[config.mk]
export PLATFORM = sky130hd
export DESIGN_NAME = apb_requester_flat
export DESIGN_NICKNAME = d
export VERILOG_FILES = /design/src/rtl/apb_pkg.sv /design/src/rtl/apb_requester_if.sv /design/src/rtl/apb_requester.sv /design/src/flat_wrapper.sv
export SDC_FILE = /design/constraint.sdc
export NUM_CORES = 1
export LEC_CHECK = 0
export CELL_PAD_IN_SITES_DETAIL_PLACEMENT = 1
export CELL_PAD_IN_SITES_GLOBAL_PLACEMENT = 1
export CORE_MARGIN = 4
export CORE_UTILIZATION = 26
export DETAILED_ROUTE_END_ITERATION = 7
export PLACE_DENSITY = 0.81
export SETUP_SLACK_MARGIN = 0.5
export SYNTH_ARGS = -nofsm -noshare
export SYNTH_HDL_FRONTEND = slang
export SYNTH_SLANG_ARGS = --single-unit
[constraint.sdc]
create_clock -name clk -period 1.9 [get_ports clk]
set_clock_uncertainty 0.2 [all_clocks]
set_input_delay 0.19 -clock clk [delete_from_list [all_inputs] [get_ports clk]]
set_output_delay 0.19 -clock clk [all_outputs]
set_load 0.005 [all_outputs]
[src/rtl/apb_pkg.sv]
// apb_pkg: definitions shared by the APB requester and the completer bench.
//   state_e      - requester FSM states (IDLE, SETUP, ACCESS), 2-bit encoding
//   APB_PADDR_WL - default APB address width
//   APB_PDATA_WL - default APB data width
package apb_pkg;

  localparam int APB_PADDR_WL = 4;
  localparam int APB_PDATA_WL = 8;

  typedef enum logic [1:0] {
    IDLE   = 2'd0,
    SETUP  = 2'd1,
    ACCESS = 2'd2
  } state_e;

endpackage

[src/rtl/apb_requester_if.sv]
// apb_requester_if: command/response stream plus APB bus of the requester.
//   master modport - the requester's view (drives cmd_ready, rsp_*, APB outputs)
//   slave modport  - the environment's view (command source, completer)
//
// Handshake: a command transfers on a rising clk edge where cmd_valid and
// cmd_ready are both high. The source holds cmd_write/cmd_addr/cmd_wdata
// stable while cmd_valid is high and not yet accepted. rsp_valid is a
// one-cycle pulse with no back-pressure; rsp_rdata/rsp_err are qualified by it.
interface apb_requester_if
  import apb_pkg::*;
#(
  parameter int PADDR_WL = APB_PADDR_WL,
  parameter int PDATA_WL = APB_PDATA_WL
);

  logic                cmd_valid;
  logic                cmd_ready;
  logic                cmd_write;
  logic [PADDR_WL-1:0] cmd_addr;
  logic [PDATA_WL-1:0] cmd_wdata;

  logic                rsp_valid;
  logic [PDATA_WL-1:0] rsp_rdata;
  logic                rsp_err;

  logic [PADDR_WL-1:0] paddr;
  logic [PDATA_WL-1:0] pwdata;
  logic                pwrite;
  logic                psel;
  logic                penable;
  logic [PDATA_WL-1:0] prdata;
  logic                pready;

  modport master (
    input  cmd_valid, cmd_write, cmd_addr, cmd_wdata, prdata, pready,
    output cmd_ready, rsp_valid, rsp_rdata, rsp_err,
           paddr, pwdata, pwrite, psel, penable
  );

  modport slave (
    output cmd_valid, cmd_write, cmd_addr, cmd_wdata, prdata, pready,
    input  cmd_ready, rsp_valid, rsp_rdata, rsp_err,
           paddr, pwdata, pwrite, psel, penable
  );

endinterface

[src/rtl/apb_requester.sv]
// apb_requester: APB initiator issuing one transfer at a time.
//   clk       - single clock, rising edge
//   reset     - synchronous, active-high
//   bus       - apb_requester_if.master: command stream in, response pulse out,
//               APB paddr/pwdata/pwrite/psel/penable out, prdata/pready in
//   dbg_state - current FSM state
// Sequence per transfer: IDLE (accept) -> SETUP -> ACCESS (waits on pready)
// -> IDLE with a one-cycle rsp_valid. All bus outputs are registered.
// Optional macro APB_REQUESTER_TIMEOUT_EN: abort an ACCESS phase that waits
// too long, answering with rsp_err=1.
module apb_requester
  import apb_pkg::*;
#(
  parameter int PADDR_WL       = APB_PADDR_WL,
  parameter int PDATA_WL       = APB_PDATA_WL,
  parameter int TIMEOUT_CYCLES = 15
) (
  input  logic                  clk,
  input  logic                  reset,
  apb_requester_if.master       bus,
  output state_e                dbg_state
);

  state_e              state_q,     state_d;
  logic                psel_q,      psel_d;
  logic                penable_q,   penable_d;
  logic                pwrite_q,    pwrite_d;
  logic [PADDR_WL-1:0] paddr_q,     paddr_d;
  logic [PDATA_WL-1:0] pwdata_q,    pwdata_d;
  logic                rsp_valid_q, rsp_valid_d;
  logic [PDATA_WL-1:0] rsp_rdata_q, rsp_rdata_d;

`ifdef APB_REQUESTER_TIMEOUT_EN
  localparam int CNT_W = $clog2(TIMEOUT_CYCLES + 1);
  localparam logic [CNT_W-1:0] CNT_LIMIT = CNT_W'(TIMEOUT_CYCLES);

  logic [CNT_W-1:0] cnt_q, cnt_d;
  logic             rsp_err_q, rsp_err_d;
`endif

  always_comb begin
    state_d     = state_q;
    psel_d      = psel_q;
    penable_d   = penable_q;
    pwrite_d    = pwrite_q;
    paddr_d     = paddr_q;
    pwdata_d    = pwdata_q;
    rsp_valid_d = 1'b0;
    rsp_rdata_d = rsp_rdata_q;
`ifdef APB_REQUESTER_TIMEOUT_EN
    cnt_d       = cnt_q;
    rsp_err_d   = 1'b0;
`endif

    unique case (state_q)
      IDLE: begin
        // cmd_ready is high whenever IDLE and out of reset, so cmd_valid alone
        // qualifies acceptance here; reset overrides in the register block.
        if (bus.cmd_valid) begin
          state_d   = SETUP;
          psel_d    = 1'b1;
          penable_d = 1'b0;
          pwrite_d  = bus.cmd_write;
          paddr_d   = bus.cmd_addr;
          pwdata_d  = bus.cmd_wdata;
        end
      end

      SETUP: begin
        state_d   = ACCESS;
        penable_d = 1'b1;
`ifdef APB_REQUESTER_TIMEOUT_EN
        cnt_d     = '0;
`endif
      end

      ACCESS: begin
        if (bus.pready) begin
          state_d     = IDLE;
          psel_d      = 1'b0;
          penable_d   = 1'b0;
          rsp_valid_d = 1'b1;
          rsp_rdata_d = pwrite_q ? '0 : bus.prdata;
        end
`ifdef APB_REQUESTER_TIMEOUT_EN
        // pready is tested first, so a completion in the limit cycle wins.
        else if (cnt_q == CNT_LIMIT) begin
          state_d     = IDLE;
          psel_d      = 1'b0;
          penable_d   = 1'b0;
          rsp_valid_d = 1'b1;
          rsp_rdata_d = '0;
          rsp_err_d   = 1'b1;
        end else begin
          cnt_d = cnt_q + 1'b1;
        end
`endif
      end

      default: begin
        state_d   = IDLE;
        psel_d    = 1'b0;
        penable_d = 1'b0;
      end
    endcase
  end

  always_ff @(posedge clk) begin
    if (reset) begin
      state_q     <= IDLE;
      psel_q      <= 1'b0;
      penable_q   <= 1'b0;
      pwrite_q    <= 1'b0;
      paddr_q     <= '0;
      pwdata_q    <= '0;
      rsp_valid_q <= 1'b0;
      rsp_rdata_q <= '0;
`ifdef APB_REQUESTER_TIMEOUT_EN
      cnt_q       <= '0;
      rsp_err_q   <= 1'b0;
`endif
    end else begin
      state_q     <= state_d;
      psel_q      <= psel_d;
      penable_q   <= penable_d;
      pwrite_q    <= pwrite_d;
      paddr_q     <= paddr_d;
      pwdata_q    <= pwdata_d;
      rsp_valid_q <= rsp_valid_d;
      rsp_rdata_q <= rsp_rdata_d;
`ifdef APB_REQUESTER_TIMEOUT_EN
      cnt_q       <= cnt_d;
      rsp_err_q   <= rsp_err_d;
`endif
    end
  end

  assign bus.cmd_ready = (state_q == IDLE) && !reset;
  assign bus.psel      = psel_q;
  assign bus.penable   = penable_q;
  assign bus.pwrite    = pwrite_q;
  assign bus.paddr     = paddr_q;
  assign bus.pwdata    = pwdata_q;
  assign bus.rsp_valid = rsp_valid_q;
  assign bus.rsp_rdata = rsp_rdata_q;
`ifdef APB_REQUESTER_TIMEOUT_EN
  assign bus.rsp_err   = rsp_err_q;
`else
  assign bus.rsp_err   = 1'b0;
`endif
  assign dbg_state     = state_q;

endmodule
[src/flat_wrapper.sv]
// flat-port wrapper written by rule: the top's interface ports become plain ports
module apb_requester_flat import apb_pkg::*;
#(
  parameter int PADDR_WL       = APB_PADDR_WL,
  parameter int PDATA_WL       = APB_PDATA_WL,
  parameter int TIMEOUT_CYCLES = 15
)
  (clk, reset, dbg_state, bus_cmd_valid, bus_cmd_write, bus_cmd_addr, bus_cmd_wdata, bus_prdata, bus_pready, bus_cmd_ready, bus_rsp_valid, bus_rsp_rdata, bus_rsp_err, bus_paddr, bus_pwdata, bus_pwrite, bus_psel, bus_penable);
  apb_requester_if #(.PADDR_WL(PADDR_WL), .PDATA_WL(PDATA_WL)) bus_i ();
  input  logic clk;
  input  logic reset;
  output state_e dbg_state;
  input wire logic [$bits(bus_i.cmd_valid)-1:0] bus_cmd_valid;
  input wire logic [$bits(bus_i.cmd_write)-1:0] bus_cmd_write;
  input wire logic [$bits(bus_i.cmd_addr)-1:0] bus_cmd_addr;
  input wire logic [$bits(bus_i.cmd_wdata)-1:0] bus_cmd_wdata;
  input wire logic [$bits(bus_i.prdata)-1:0] bus_prdata;
  input wire logic [$bits(bus_i.pready)-1:0] bus_pready;
  output wire logic [$bits(bus_i.cmd_ready)-1:0] bus_cmd_ready;
  output wire logic [$bits(bus_i.rsp_valid)-1:0] bus_rsp_valid;
  output wire logic [$bits(bus_i.rsp_rdata)-1:0] bus_rsp_rdata;
  output wire logic [$bits(bus_i.rsp_err)-1:0] bus_rsp_err;
  output wire logic [$bits(bus_i.paddr)-1:0] bus_paddr;
  output wire logic [$bits(bus_i.pwdata)-1:0] bus_pwdata;
  output wire logic [$bits(bus_i.pwrite)-1:0] bus_pwrite;
  output wire logic [$bits(bus_i.psel)-1:0] bus_psel;
  output wire logic [$bits(bus_i.penable)-1:0] bus_penable;
  assign bus_i.cmd_valid = bus_cmd_valid;
  assign bus_i.cmd_write = bus_cmd_write;
  assign bus_i.cmd_addr = bus_cmd_addr;
  assign bus_i.cmd_wdata = bus_cmd_wdata;
  assign bus_i.prdata = bus_prdata;
  assign bus_i.pready = bus_pready;
  assign bus_cmd_ready = bus_i.cmd_ready;
  assign bus_rsp_valid = bus_i.rsp_valid;
  assign bus_rsp_rdata = bus_i.rsp_rdata;
  assign bus_rsp_err = bus_i.rsp_err;
  assign bus_paddr = bus_i.paddr;
  assign bus_pwdata = bus_i.pwdata;
  assign bus_pwrite = bus_i.pwrite;
  assign bus_psel = bus_i.psel;
  assign bus_penable = bus_i.penable;
  apb_requester #(.PADDR_WL(PADDR_WL), .PDATA_WL(PDATA_WL), .TIMEOUT_CYCLES(TIMEOUT_CYCLES)) u_core (.clk(clk), .reset(reset), .bus(bus_i), .dbg_state(dbg_state));
endmodule
==> impl_results.md <==
- First-pass GRT wire length: approximately 4800 um
- Sequential cell area fraction in the yosys report: 0.544
- Initial core utilization: 0.273
- Met1 capacity usage during global routing: 0.156
- Initial detailed-routing violation count: 27
- Top-level port count: 53
- Residual antenna-violating net count after detailed routing: 0
- Arrival time at the worst endpoint: around 1.5 ns
- Startpoint type of the worst setup path: flop
- Post-synthesis instance area: roughly 900 um^2
- Top Usage Layer GRT: met2
- Cell breakdown of the critical path: buf_6, buf_6, nor4_4, buf_6, a22o_1
- Final Hold Slack: 0.198 ns
- Area of the core: around 3400 um^2
- Seq cells post-synth: 25
- TritonCTS clock tree: yes
- CP required: 1.97 ns
- Number of antenna violations at the first check in global routing: 0
- Register area: around 540 um^2
- P&R area growth vs syn: 79.3%
- HP Start: bus_cmd_wdata[0]
- Half-perimeter wire length after detailed placement: 2030 um
- Worst slack after detailed placement: ~0.10 ns
- Total power of the final layout: just over 1 mW
- Worst R2R Start: u_core.dbg_state[0]
- Maximum capacitance violations: 0
- Filler Cell Count: 427
- Leak pwr: between 0.7 and 0.8 nW
- Setup TNS: 0 ns
- ANT cells: 0
- Yosys synthesis warning count: 0
- Maximum clock rate: roughly 700 MHz
- Status: completed
- Final Hold Fails: 0
- Crit Path Class: reg2reg
- Cell row count: 21
- DR vias: 942
- Remaining Overflow, GRT: 0
- Final Routed Wirelength: roughly 3000 um
- Max H-tree Level: 1
- Clock-pin slew of the registers on the worst-case setup and hold paths: 0.14 ns
- Vias in the first global route: roughly 1000
- Cts hold-fix bufs: 0
- Post-synthesis average cell area: between 9 and 10 um^2
- Number of search-and-repair iterations in the first detailed-routing pass: 4
- Most used cells in the layout excluding fill and tap cells: clkdlybuf4s50_1, dlygate4sd2_1, dfxtp_2
- DRC viols: 0
- Critical Path Start: u_core.dbg_state[0]
- Footprint of the multi-input gates: ~390 um^2
- Maximum clock insertion buffer count: 2
- Critical Path Fanout Max: 8
- Delay-heaviest family, CP: flip-flops
- Total clock buffers created by CTS: 3
- Nature of the critical path endpoint: flop
- Setup slack of the worst register-to-register path: about 0.47 ns
- Clock sink count: 25
- Die outline width: roughly 67 um
- Cell count after placement: approximately 190
- Maximum VDD drop: about 0.31 mV
- Power density relative to cell area: 624 nW/um^2
- Maximum number of pins on one net before global-route repair: 20
- Aggregate global-route resource usage: 0.140
- Met2 GRT Util: 0.252
- Count of input and output buffers: slightly above 50
- Most common library cell in the layout ignoring fill and taps: clkdlybuf4s50_1
- GPL Wtd Cong: approximately 0.69
- Number of unique standard cell types used by synthesis: 20
- Final count of negative-setup-slack endpoints: 0
- Nets in the synthesized netlist: 121
- Minimum clock period after layout: between 1 and 1.5 ns
- Buffers & Inverters on Critical Path: 3
- CP most frequent cell: buf_6
- Root Buffer: clkbuf_4
- Die Footprint: between 4000 and 5000 um^2
- Slew Limit Fails: 0
- Met3 routing resource usage after global routing: 0.0499
- CP max stage cell: dfxtp_4
- Setup ws final: between 0.4 and 0.5 ns
- Unrepaired setup endpoints after global routing: yes
- Post-detailed-route via-to-cell ratio: between 4 and 5
- Share of the clock period used by the worst path: 0.752
- Hold Crit Class: in2reg
- Clock insertion delay at the later pin of the skew report: between 0.3 and 0.4 ns
- Final Instance Count excl. Fillers: about 210
- Layout cells sized above 1: 0.387
- Final net count: 189
- Wire length per cell: about 15 um
- Post-synthesis instance total: 96
- CP max stage delay: 0.39 ns
- Die Height: 67.5 um
==> cell type report <==
cell class / count / area share
clock buffer: 3 / 0.0137
clock inverter: 1 / 0.00455
multi-input combinational: 64 / 0.237
sequential: 25 / 0.326
tap: 46 / 0.0349
timing repair buffer: 70 / 0.384
==> metrics by stage <==
step	utilization	instance area, um^2
CTS	0.481	1620
global route	0.490	1650
global placement	0.430	1450
finish	0.490	1650
floorplan	-	920
detailed placement	0.430	1450
==> registers in the layout, summed over array words and instances, names as in the netlist <==
| signal | cells |
|---|---|
| u_core.bus.rsp_valid | 1 |
| u_core.bus.penable | 1 |
| u_core.dbg_state | 1 |
| u_core.bus.paddr | 4 |
| u_core.bus.rsp_rdata | 8 |
| u_core.bus.pwrite | 1 |
| u_core.bus.psel | 1 |
| u_core.bus.pwdata | 8 |
==> report_power, final <==
part           switching (mW)  leakage, nW  internal (mW)
sequential             0.0169        0.215          0.553
clock                   0.164       0.0139         0.0803
combinational          0.0863        0.519          0.128
total                   0.267        0.749          0.762
==> per-layer routing <==
metal,wire length (um),share of wire
met5,0,0
met1,1200,0.39
met2,1640,0.54
met3,192,0.063
met4,15,0.0049
==> final timing paths <==
check                                               end  cells after the start
worst max-delay path            u_core.bus.rsp_rdata[4]                      5
worst min-delay path               u_core.bus.pwdata[0]                      3
worst max register to register  u_core.bus.rsp_rdata[4]                      5
worst min register to register      u_core.bus.paddr[1]                      2
==> logic make-up after synthesis <==
group | Yosys count | synth area share
AND/OR/NAND/NOR | 37 | 0.201
flip-flops | 25 | 0.544
AO/OA/AOI/OAI | 24 | 0.171
buffers and inverters | 8 | 0.0680
multiplexers | 1 | 0.0109
other | 1 | 0.00408
==> synthesized netlist by cell type <==
cell type / count / area (um^2)
o21ba_1: 1 / 10.0
nor4_4: 1 / 21.3
mux2i_1: 1 / 10.0
clkbuf_1: 1 / 3.75
o21bai_1: 1 / 7.51
conb_1: 1 / 3.75
nor2_1: 2 / 7.51
nand2_2: 1 / 6.26
nor2b_1: 1 / 6.26
buf_2: 2 / 10.0
a21oi_1: 14 / 70.1
nor3_1: 2 / 10.0
a22o_1: 8 / 70.1
nand2_1: 27 / 101
dfxtp_1: 25 / 500
buf_6: 3 / 33.8
nor4b_1: 1 / 8.76
buf_4: 2 / 15.0
nor3b_2: 1 / 12.5
or3b_4: 1 / 11.3
==> worst min-delay path: stages <==
cell             delay (ns)
clkdlybuf4s50_1        0.39
nand2_1                0.06
a21oi_1                0.05
==> timing repair <==
| action | 4_1_cts | 5_1_grt |
|---|---|---|
| pin swaps | 9 | 7 |
| setup endpoints to repair | 48 | 26 |
| resized for setup | 61 | 16 |
| cloned | 1 | 0 |
| buffers inserted | 14 | 2 |
Power figures use the tool's default switching activity.
